==> config.mk <==
export PLATFORM = sky130hd
export DESIGN_NAME = uart_rx
export DESIGN_NICKNAME = d
export VERILOG_FILES = /design/src/rtl/uart_rx.sv
export SDC_FILE = /design/constraint.sdc
export NUM_CORES = 1
export LEC_CHECK = 0
export BUFFER_PORTS_ARGS = -buffer_cell sky130_fd_sc_hd__clkbuf_2
export CORE_MARGIN = 3
export CORE_UTILIZATION = 30
export DETAILED_ROUTE_END_ITERATION = 10
export GPL_TIMING_DRIVEN = 1
export PLACE_DENSITY_LB_ADDON = 0.3
export SYNTH_ARGS = -nofsm -noshare
export SYNTH_HDL_FRONTEND = slang
export SYNTH_SLANG_ARGS = --single-unit
==> constraint.sdc <==
create_clock -name clk -period 2 [get_ports clk]
set_input_delay 0.4 -clock clk [delete_from_list [all_inputs] [get_ports clk]]
set_output_delay 0.4 -clock clk [all_outputs]
set_load 0.02 [all_outputs]
==> src/rtl/uart_rx.sv <==
// uart_rx -- 8N1 serial receiver with a one-byte holding register.
//
// Ports
//   clk           : single clock, all state updates on the rising edge
//   rst_n         : synchronous, active-low reset
//   rx_serial     : asynchronous serial line, idle high, LSB first
//   rx_rd         : consumer acknowledge for the held byte
//   rx_dout[7:0]  : last received byte, stable while rx_valid is high
//   rx_valid      : level, a byte is waiting in rx_dout
//   rx_active     : high while a frame is being received (START/DATA/STOP)
//   rx_frame_err  : one-cycle pulse when the stop bit is sampled low
//   rx_overrun    : sticky, a byte completed while the previous one was unread
//   dbg_state[2:0]: current receiver state, for observation only
//
// Handshake: rx_valid/rx_rd form a level/acknowledge pair. rx_valid stays
// high with rx_dout frozen until a cycle in which rx_rd=1 is sampled; that
// cycle consumes the byte. A new byte arriving while rx_valid=1 and no rx_rd
// is dropped and raises rx_overrun; rx_rd in the same cycle as a new byte
// lets the new byte replace the old one without an overrun.
module uart_rx #(
    parameter int CLKS_PER_BIT = 10416
) (
    input  logic       clk,
    input  logic       rst_n,
    input  logic       rx_serial,
    input  logic       rx_rd,
    output logic [7:0] rx_dout,
    output logic       rx_valid,
    output logic       rx_active,
    output logic       rx_frame_err,
    output logic       rx_overrun,
    output logic [2:0] dbg_state
);

    typedef enum logic [2:0] {
        IDLE      = 3'd0,
        START     = 3'd1,
        DATA      = 3'd2,
        STOP      = 3'd3,
        WAIT_HIGH = 3'd4
    } state_t;

    // Mid-bit point of the start bit, and the last count of a full bit.
    localparam logic [15:0] HALF_COUNT = 16'((CLKS_PER_BIT - 1) / 2);
    localparam logic [15:0] LAST_COUNT = 16'(CLKS_PER_BIT - 1);

    logic        rx_meta;
    logic        rx_s;
    state_t      state,     state_nx;
    logic [15:0] clk_count, clk_count_nx;
    logic [2:0]  bit_index, bit_index_nx;
    logic [7:0]  shift_reg, shift_reg_nx;
    logic [7:0]  dout_nx;
    logic        valid_nx;
    logic        overrun_nx;
    logic        frame_err_nx;
    logic        deliver;

    always_ff @(posedge clk) begin
        if (!rst_n) begin
            rx_meta      <= 1'b1;
            rx_s         <= 1'b1;
            state        <= IDLE;
            clk_count    <= 16'd0;
            bit_index    <= 3'd0;
            shift_reg    <= 8'h00;
            rx_dout      <= 8'h00;
            rx_valid     <= 1'b0;
            rx_frame_err <= 1'b0;
            rx_overrun   <= 1'b0;
        end else begin
            rx_meta      <= rx_serial;
            rx_s         <= rx_meta;
            state        <= state_nx;
            clk_count    <= clk_count_nx;
            bit_index    <= bit_index_nx;
            shift_reg    <= shift_reg_nx;
            rx_dout      <= dout_nx;
            rx_valid     <= valid_nx;
            rx_frame_err <= frame_err_nx;
            rx_overrun   <= overrun_nx;
        end
    end

    always_comb begin
        state_nx     = state;
        clk_count_nx = clk_count;
        bit_index_nx = bit_index;
        shift_reg_nx = shift_reg;
        frame_err_nx = 1'b0;
        deliver      = 1'b0;

        case (state)
            IDLE: begin
                clk_count_nx = 16'd0;
                bit_index_nx = 3'd0;
                if (!rx_s) state_nx = START;
            end
            START: begin
                if (clk_count == HALF_COUNT) begin
                    clk_count_nx = 16'd0;
                    // Line back high at mid start bit: treat as a glitch.
                    state_nx     = rx_s ? IDLE : DATA;
                end else begin
                    clk_count_nx = clk_count + 16'd1;
                end
            end
            DATA: begin
                if (clk_count == LAST_COUNT) begin
                    clk_count_nx            = 16'd0;
                    shift_reg_nx[bit_index] = rx_s;
                    if (bit_index == 3'd7) begin
                        bit_index_nx = 3'd0;
                        state_nx     = STOP;
                    end else begin
                        bit_index_nx = bit_index + 3'd1;
                    end
                end else begin
                    clk_count_nx = clk_count + 16'd1;
                end
            end
            STOP: begin
                if (clk_count == LAST_COUNT) begin
                    clk_count_nx = 16'd0;
                    if (rx_s) begin
                        deliver  = 1'b1;
                        state_nx = IDLE;
                    end else begin
                        frame_err_nx = 1'b1;
                        state_nx     = WAIT_HIGH;
                    end
                end else begin
                    clk_count_nx = clk_count + 16'd1;
                end
            end
            WAIT_HIGH: begin
                // A held-low line (break) must return high before the next
                // start bit can be recognised.
                clk_count_nx = 16'd0;
                if (rx_s) state_nx = IDLE;
            end
            default: begin
                state_nx = IDLE;
            end
        endcase
    end

    always_comb begin
        dout_nx    = rx_dout;
        valid_nx   = rx_valid;
        overrun_nx = rx_overrun;
        if (deliver) begin
            if (!rx_valid || rx_rd) begin
                dout_nx  = shift_reg;
                valid_nx = 1'b1;
                if (rx_rd) overrun_nx = 1'b0;
            end else begin
                overrun_nx = 1'b1;
            end
        end else if (rx_rd) begin
            valid_nx   = 1'b0;
            overrun_nx = 1'b0;
        end
    end

    assign rx_active = (state == START) || (state == DATA) || (state == STOP);
    assign dbg_state = state;

endmodule
# Yosys cells after proc, flatten, opt, wreduce, memory -nomap -nowiden
# Index checks and enable logic that the tools add are counted.
# word_totals
regBits,43
latch_bits,0
ram_bits,0
mem_bits_ro,0
in_bits,4
out_inout_bits,15
word_cells,73
memories,0
# op_classes
addsub,2
multipliers,0
n_div,0
magnitude_cmp,2
eq_ne,14
n_shift,0
mux,28
n_bitwise,0
reduce_logical,17
# ops
op,n
16-bit case mux with 3 select lines,1
16-bit two-way mux,2
3-bit two-way mux,9
"16-bit by 1-bit adder with 16-bit output, second input constant",1
"16-bit by 13-bit == test with 1-bit output, second input constant",1
"16-bit by 14-bit == test with 1-bit output, second input constant",1
3-bit case mux with 5 select lines,1
"2-bit inequality test, second input constant",6
1-bit two-way mux,11
8-bit bitwise mux,1
2-bit AND reduction,4
"3-bit by 2-bit == test with 1-bit output, second input constant",2
"3-bit == test, second input constant",2
3-bit case mux with 2 select lines,1
6-bit AND reduction,1
"3-bit by 4-bit < comparator with 1-bit output, second input constant",1
2-bit nonzero test,2
2-bit OR reduction,2
"3-bit by 1-bit adder with 3-bit output, second input constant",1
1-bit demux with 3-bit select,1
"3-bit by 1-bit == test with 1-bit output, second input constant",1
"3-bit by 1-bit greater-or-equal comparator with 1-bit output, second input constant",1
3-bit logical NOT,1
1-bit logical OR,3
6 further kinds,6

# Logic depth before layout (Yosys ltp)
# logic_depth
ltp_word,5
ltp_mapped,7
mapped_depth_nobuf,5

# Worst setup path after synthesis
# Ideal clock, no wire load.
# synth_path
path_type,flip-flop to flip-flop
start,reg clk_count[8]
end,reg shift_reg[3]
setup_ns,0.134
t_arrival_ns,1.920
required_ns,1.866
path_slack_ns,-0.054
stages_incl_launch_ff,6
n_path_buf,1
period_less_slack_ns,2.054
path_cell_list,dfxtp_1 or4_4 or4_4 buf_6 o311ai_1 o41ai_2
# synth_via
elab_chain_len,2
# synth_rtl
item,line_no,source
"start, declared",50,"logic [15:0] clk_count, clk_count_nx;"
"start signal, assigned",75,clk_count <= clk_count_nx;
16-bit by 14-bit == test with 1-bit output,109,if (clk_count == LAST_COUNT) begin
2-bit AND reduction (no source line),-,
"end signal, assigned",77,shift_reg <= shift_reg_nx;
"end, declared",52,"logic [7:0] shift_reg, shift_reg_nx;"
# No other way between the ends.
# A chain may end at the register's enable or synchronous reset.

# Worst setup path in the final report
# layout_path
start,reg clk_count[15]
end,reg shift_reg[3]
# The elaborated chain is that of the path after synthesis.

==> results by stage <==
Outcome:
- The flow ran to the end, but the final reports show violations.
- The checks that failed: setup timing.

Cells and area:
- The flip-flop count of the largest register after layout is 16.
- 0 antenna diodes ended up in the layout.
- The post-route cell area is 2674 µm².
- Leaving out filler cells and counting taps, the final layout contains 375.
- After filler insertion, the fill cell instance count of the layout stands at ~740.
- Once layout is complete, the utilization of the core stands at 0.3914.
- For this run, the post-layout net count is 285.
- The area added between synthesis and finish is 25.56%.
- Of the cells placed in the final design, the portion with a size suffix greater than 1 is 0.2616.

Yosys:
- In the synthesized netlist the dominant register cell turns out to be sky130_fd_sc_hd__dfxtp_1.
- For this run, asynchronously set or reset flops after synthesis account for 0.
- Yosys printed 0 warnings.
- For this run, the register share of the synthesized area comes to 0.4042.
- Yosys attributes the largest share of cell area to sky130_fd_sc_hd__dfxtp_1, sky130_fd_sc_hd__nand3_1, sky130_fd_sc_hd__xnor2_1, sky130_fd_sc_hd__mux2i_1, sky130_fd_sc_hd__nand2_1.
- The cell count after synthesis came out at around 240.
- The complex-gate fraction of the synthesized area is 0.1363.
- The largest total area in the synthesized netlist belongs to sky130_fd_sc_hd__dfxtp_1.
- The count of flip-flops with a built-in enable after synthesis is 0.
- In this run, synthesis produced a sequential element count of 43.
- The share of synthesized area in the top cell type comes to 0.4042.
- After synthesis, the share of cell area in mux cells is 0.03760.
- When the netlist entered floorplanning its net count stood at 250.
- Averaged over all synthesized cells, the footprint is 8.764 µm².
- Of the total synthesized cell area, the portion taken by full adders, half adders and majority gates is 0.01763.
- The number of distinct library cell variants in the gate-level netlist after synthesis is 52.
- The area fraction in and, or, nand and nor cells after synthesis is 0.3055.
- Of the total synthesized cell area, the portion taken by XOR and XNOR cells is 0.05347.
- After synthesis the cells add up to 2130 µm².
- After synthesis, the largest family of logic cells by area is simple AND/OR/NAND/NOR gates.

Pwr:
- The highest ir drop seen on vdd is 286.7 µV.
- The power density over cell area is slightly above 600 nW/µm².
- Summed over all cells, the static leakage comes to between 0.9 and 1 nW.
- The design internal power is roughly 1.3 mW.
- In this run the power spent charging and discharging nets is slightly below 0.4 mW.
- The sequential power share is 0.526.
- The portion of total power attributed to the clock network is 0.411.
- The sum of internal, switching and leakage power is between 1.5 and 2 mW.
- The combinational fraction of design power is 0.063.
- Of the total power, the share spent switching nets is 0.2365.

Clock network:
- The tree is rooted in a sky130_fd_sc_hd__clkbuf_8.
- The TritonCTS sink count is 43.
- The CTS tree is done.
- The number of CTS-inserted buffers is 5.
- The clock reaches the later pin of the worst-skew pair after 0.29 ns.
- In this run the post-CTS setup repair buffer count came out at 0.
- The H-tree depth is 2.
- The clock passes through at most 2 buffers.
- The clock transition time at the flip-flop clock pins of the worst setup and hold paths is around 0.08 ns.

Setup path:
- The worst register-to-register path begins at clk_count[15].
- The data required time of the worst path is 2.18 ns.
- STA classifies the critical path endpoint as a flop.
- The source of the critical timing path is clk_count[15].
- For the worst setup path, the data arrival time is 2.21 ns.
- Of all nets on the critical path, the largest fanout is 5.
- The startpoint kind of the worst setup timing path is a flop.
- The worst setup path is of the flop to flop kind.

GRT:
- Entering global routing, the biggest net connects 21 pins.
- The number of antenna violations at the first check in global routing came to 0.
- The first global-routing pass estimated around 9.2 mm of wire.
- The number of global-route vias before repair is approximately 2.0k.
- Summed over all layers, the global routing overflow is 0.
- Across every metal layer, demand over resource in global routing totals 0.1347.

Worst hold path:
- The launch instance of the worst min-delay path is rx_serial.
- The tightest min-delay check is of the input pin to flop type.

Floorplanning:
- The starting density of the core is 0.3117.
- The horizontal die dimension is 90.25 µm.
- From bottom edge to top edge, the die measures between 90 and 100 µm.
- The floorplan step defined a die boundary enclosing 8145 µm².
- The boundary pin count is 19.
- The number of placement rows is 30.
- The core region is 6832 µm².

STA:
- At the pin with the least slew margin, the transition time is 1.164 ns.
- The number of endpoints failing setup at the final stage is 3.
- The final hold violation count is 0.
- The slack of the critical path is -0.02717 ns.
- The remaining max-slew budget at the tightest pin is 0.2190.
- Setup repair after global routing could not meet its margin everywhere.
- The worst-case clock skew is 0.002912 ns.
- The final critical path time including I/O delays and setup is 2.027 ns.
- The ratio of final minimum period to clock period is 1.014.
- The timing-limited maximum frequency is 0.4933 GHz.
- The setup TNS is -0.06896 ns.
- The number of max-slew violations in the final report came to 0.

Place:
- In this run, placement finished with an instance count of 365.
- Summing all placed instances gives a cell area of 2479 µm².
- The count of buffers inserted at the top-level ports is 18.
- The post-DP HPWL is 3.671 mm.
- The congestion estimate from routability-driven global placement came to 0.8307.

Route:
- The remaining design rule violation count is 0.
- The routed layout has 1,948 vias.
- Wires add up to 5.313 mm.
- The first TritonRoute pass finished after 4 iterations.
- The number of DRC markers in iteration 0 is 120.
- The detailed-route wire length per cell is about 14 µm.
- In this run the remaining antenna-violating nets after routing total 0.
- The number of vias per cell after detailed routing is 5.195.

Run:
- Max-cap violations in this run came to 0.
-- synth_stat cells (2+ instances only) --
library cell               instances
sky130_fd_sc_hd__dfxtp_1          43
sky130_fd_sc_hd__nand2_1          21
sky130_fd_sc_hd__nand3_1          18
sky130_fd_sc_hd__nor3_1           15
sky130_fd_sc_hd__nor2_1           12
sky130_fd_sc_hd__o21ai_0          12
sky130_fd_sc_hd__clkbuf_1         10
sky130_fd_sc_hd__xnor2_1          10
sky130_fd_sc_hd__nand4_1           9
sky130_fd_sc_hd__mux2i_1           8
sky130_fd_sc_hd__a21boi_0          7
sky130_fd_sc_hd__nor3b_1           7
sky130_fd_sc_hd__nor4_1            7
sky130_fd_sc_hd__a211oi_1          6
sky130_fd_sc_hd__ha_1              3
sky130_fd_sc_hd__inv_1             3
sky130_fd_sc_hd__nand3b_1          3
sky130_fd_sc_hd__nor2b_1           3
sky130_fd_sc_hd__xor2_1            3
sky130_fd_sc_hd__a21oi_1           2
sky130_fd_sc_hd__a31o_2            2
sky130_fd_sc_hd__and3_1            2
sky130_fd_sc_hd__buf_2             2
sky130_fd_sc_hd__nand2b_1          2
sky130_fd_sc_hd__o21a_1            2
sky130_fd_sc_hd__o21ai_1           2
sky130_fd_sc_hd__or2_2             2
sky130_fd_sc_hd__or4_4             2
sky130_fd_sc_hd__or4b_2            2
-- timing repair --
item | 4_1_cts | 5_1_grt
endpoints found under the setup margin | 13 | 34
pin swaps | 2 | 3
hold buffers | 0 | 0
gates resized for setup | 17 | 5
cloned | 1 | 1
-- cell type report --
cell class	instances	area (µm²)	share of cell area
inverter	3	11.26	0.004212
multi-input combinational	182	1251	0.4679
tap	96	120.1	0.04492
clock buffer	5	68.82	0.02574
timing repair buffer	43	315.3	0.1179
clock inverter	3	43.79	0.01638
sequential	43	863.3	0.3229
-- power by group through the flow --
stage | combinational (mW) | clock, mW | sequential [mW]
after floorplan | 0.0715 | 0 | 0.894
final | 0.105 | 0.684 | 0.876
after global placement | 0.105 | 0 | 0.896
after global routing | 0.117 | 0.747 | 0.878
after CTS | 0.106 | 0.708 | 0.876
after detailed placement | 0.104 | 0 | 0.896
-- cell usage in the layout (no fill, tap or decap), types with 6 or more instances in the layout --
master,count
sky130_fd_sc_hd__nand4_1,9
sky130_fd_sc_hd__dfxtp_1,41
sky130_fd_sc_hd__nand2_1,21
sky130_fd_sc_hd__o21ai_1,8
sky130_fd_sc_hd__nand3_1,18
sky130_fd_sc_hd__a211oi_1,6
sky130_fd_sc_hd__clkbuf_2,18
sky130_fd_sc_hd__xnor2_1,10
sky130_fd_sc_hd__mux2i_1,8
sky130_fd_sc_hd__nor3_1,15
sky130_fd_sc_hd__buf_4,21
sky130_fd_sc_hd__nor2_1,12
-- per-layer routing --
| metal | vias to the layer above | track usage | wire [µm] |
|---|---|---|---|
| met2 | 31 | 0.2309 | 2665 |
| met5 | - | 0 | 0 |
| li1 | 964 | - | - |
| met1 | 951 | 0.1739 | 2457 |
| met3 | 2 | 0.02833 | 171 |
| met4 | 0 | 0.03061 | 19 |
-- through the flow --
step,hold slack [ns],setup slack (ns)
floorplan,0.3863,0.006308
finish,0.2841,-0.02717
CTS,0.2774,-0.02680
global route,0.2862,-0.08725
global placement,0.3925,-0.04096
detailed placement,0.3969,-0.07080
-- final timing paths --
check                 endpoint  slack (ns)  cells past startpoint
hold / removal         rx_meta        0.28                      2
setup reg to reg  shift_reg[3]       -0.03                      4
setup / recovery  shift_reg[3]       -0.03                      4
hold reg to reg           rx_s        0.41                      1
-- critical path, stage by stage, from the launching register on --
cell and delay [ns]:
sky130_fd_sc_hd__dfxtp_2 0.33, sky130_fd_sc_hd__or4_4 0.57, sky130_fd_sc_hd__or4_4 0.61, sky130_fd_sc_hd__o311ai_4 0.31
sky130_fd_sc_hd__o41ai_2 0.10
-- logic make-up (layout without fill, tap and decap cells) --
kind of cell,Yosys count,in the layout
adders and majority gates,3,3
buffers and inverters,19,54
AOI/OAI and AO/OA,42,42
and+or+nand+nor,115,116
xor gates and xnor gates,13,13
muxes,8,8
DFF,43,43
Note: power is estimated with default switching activity, not from simulation.
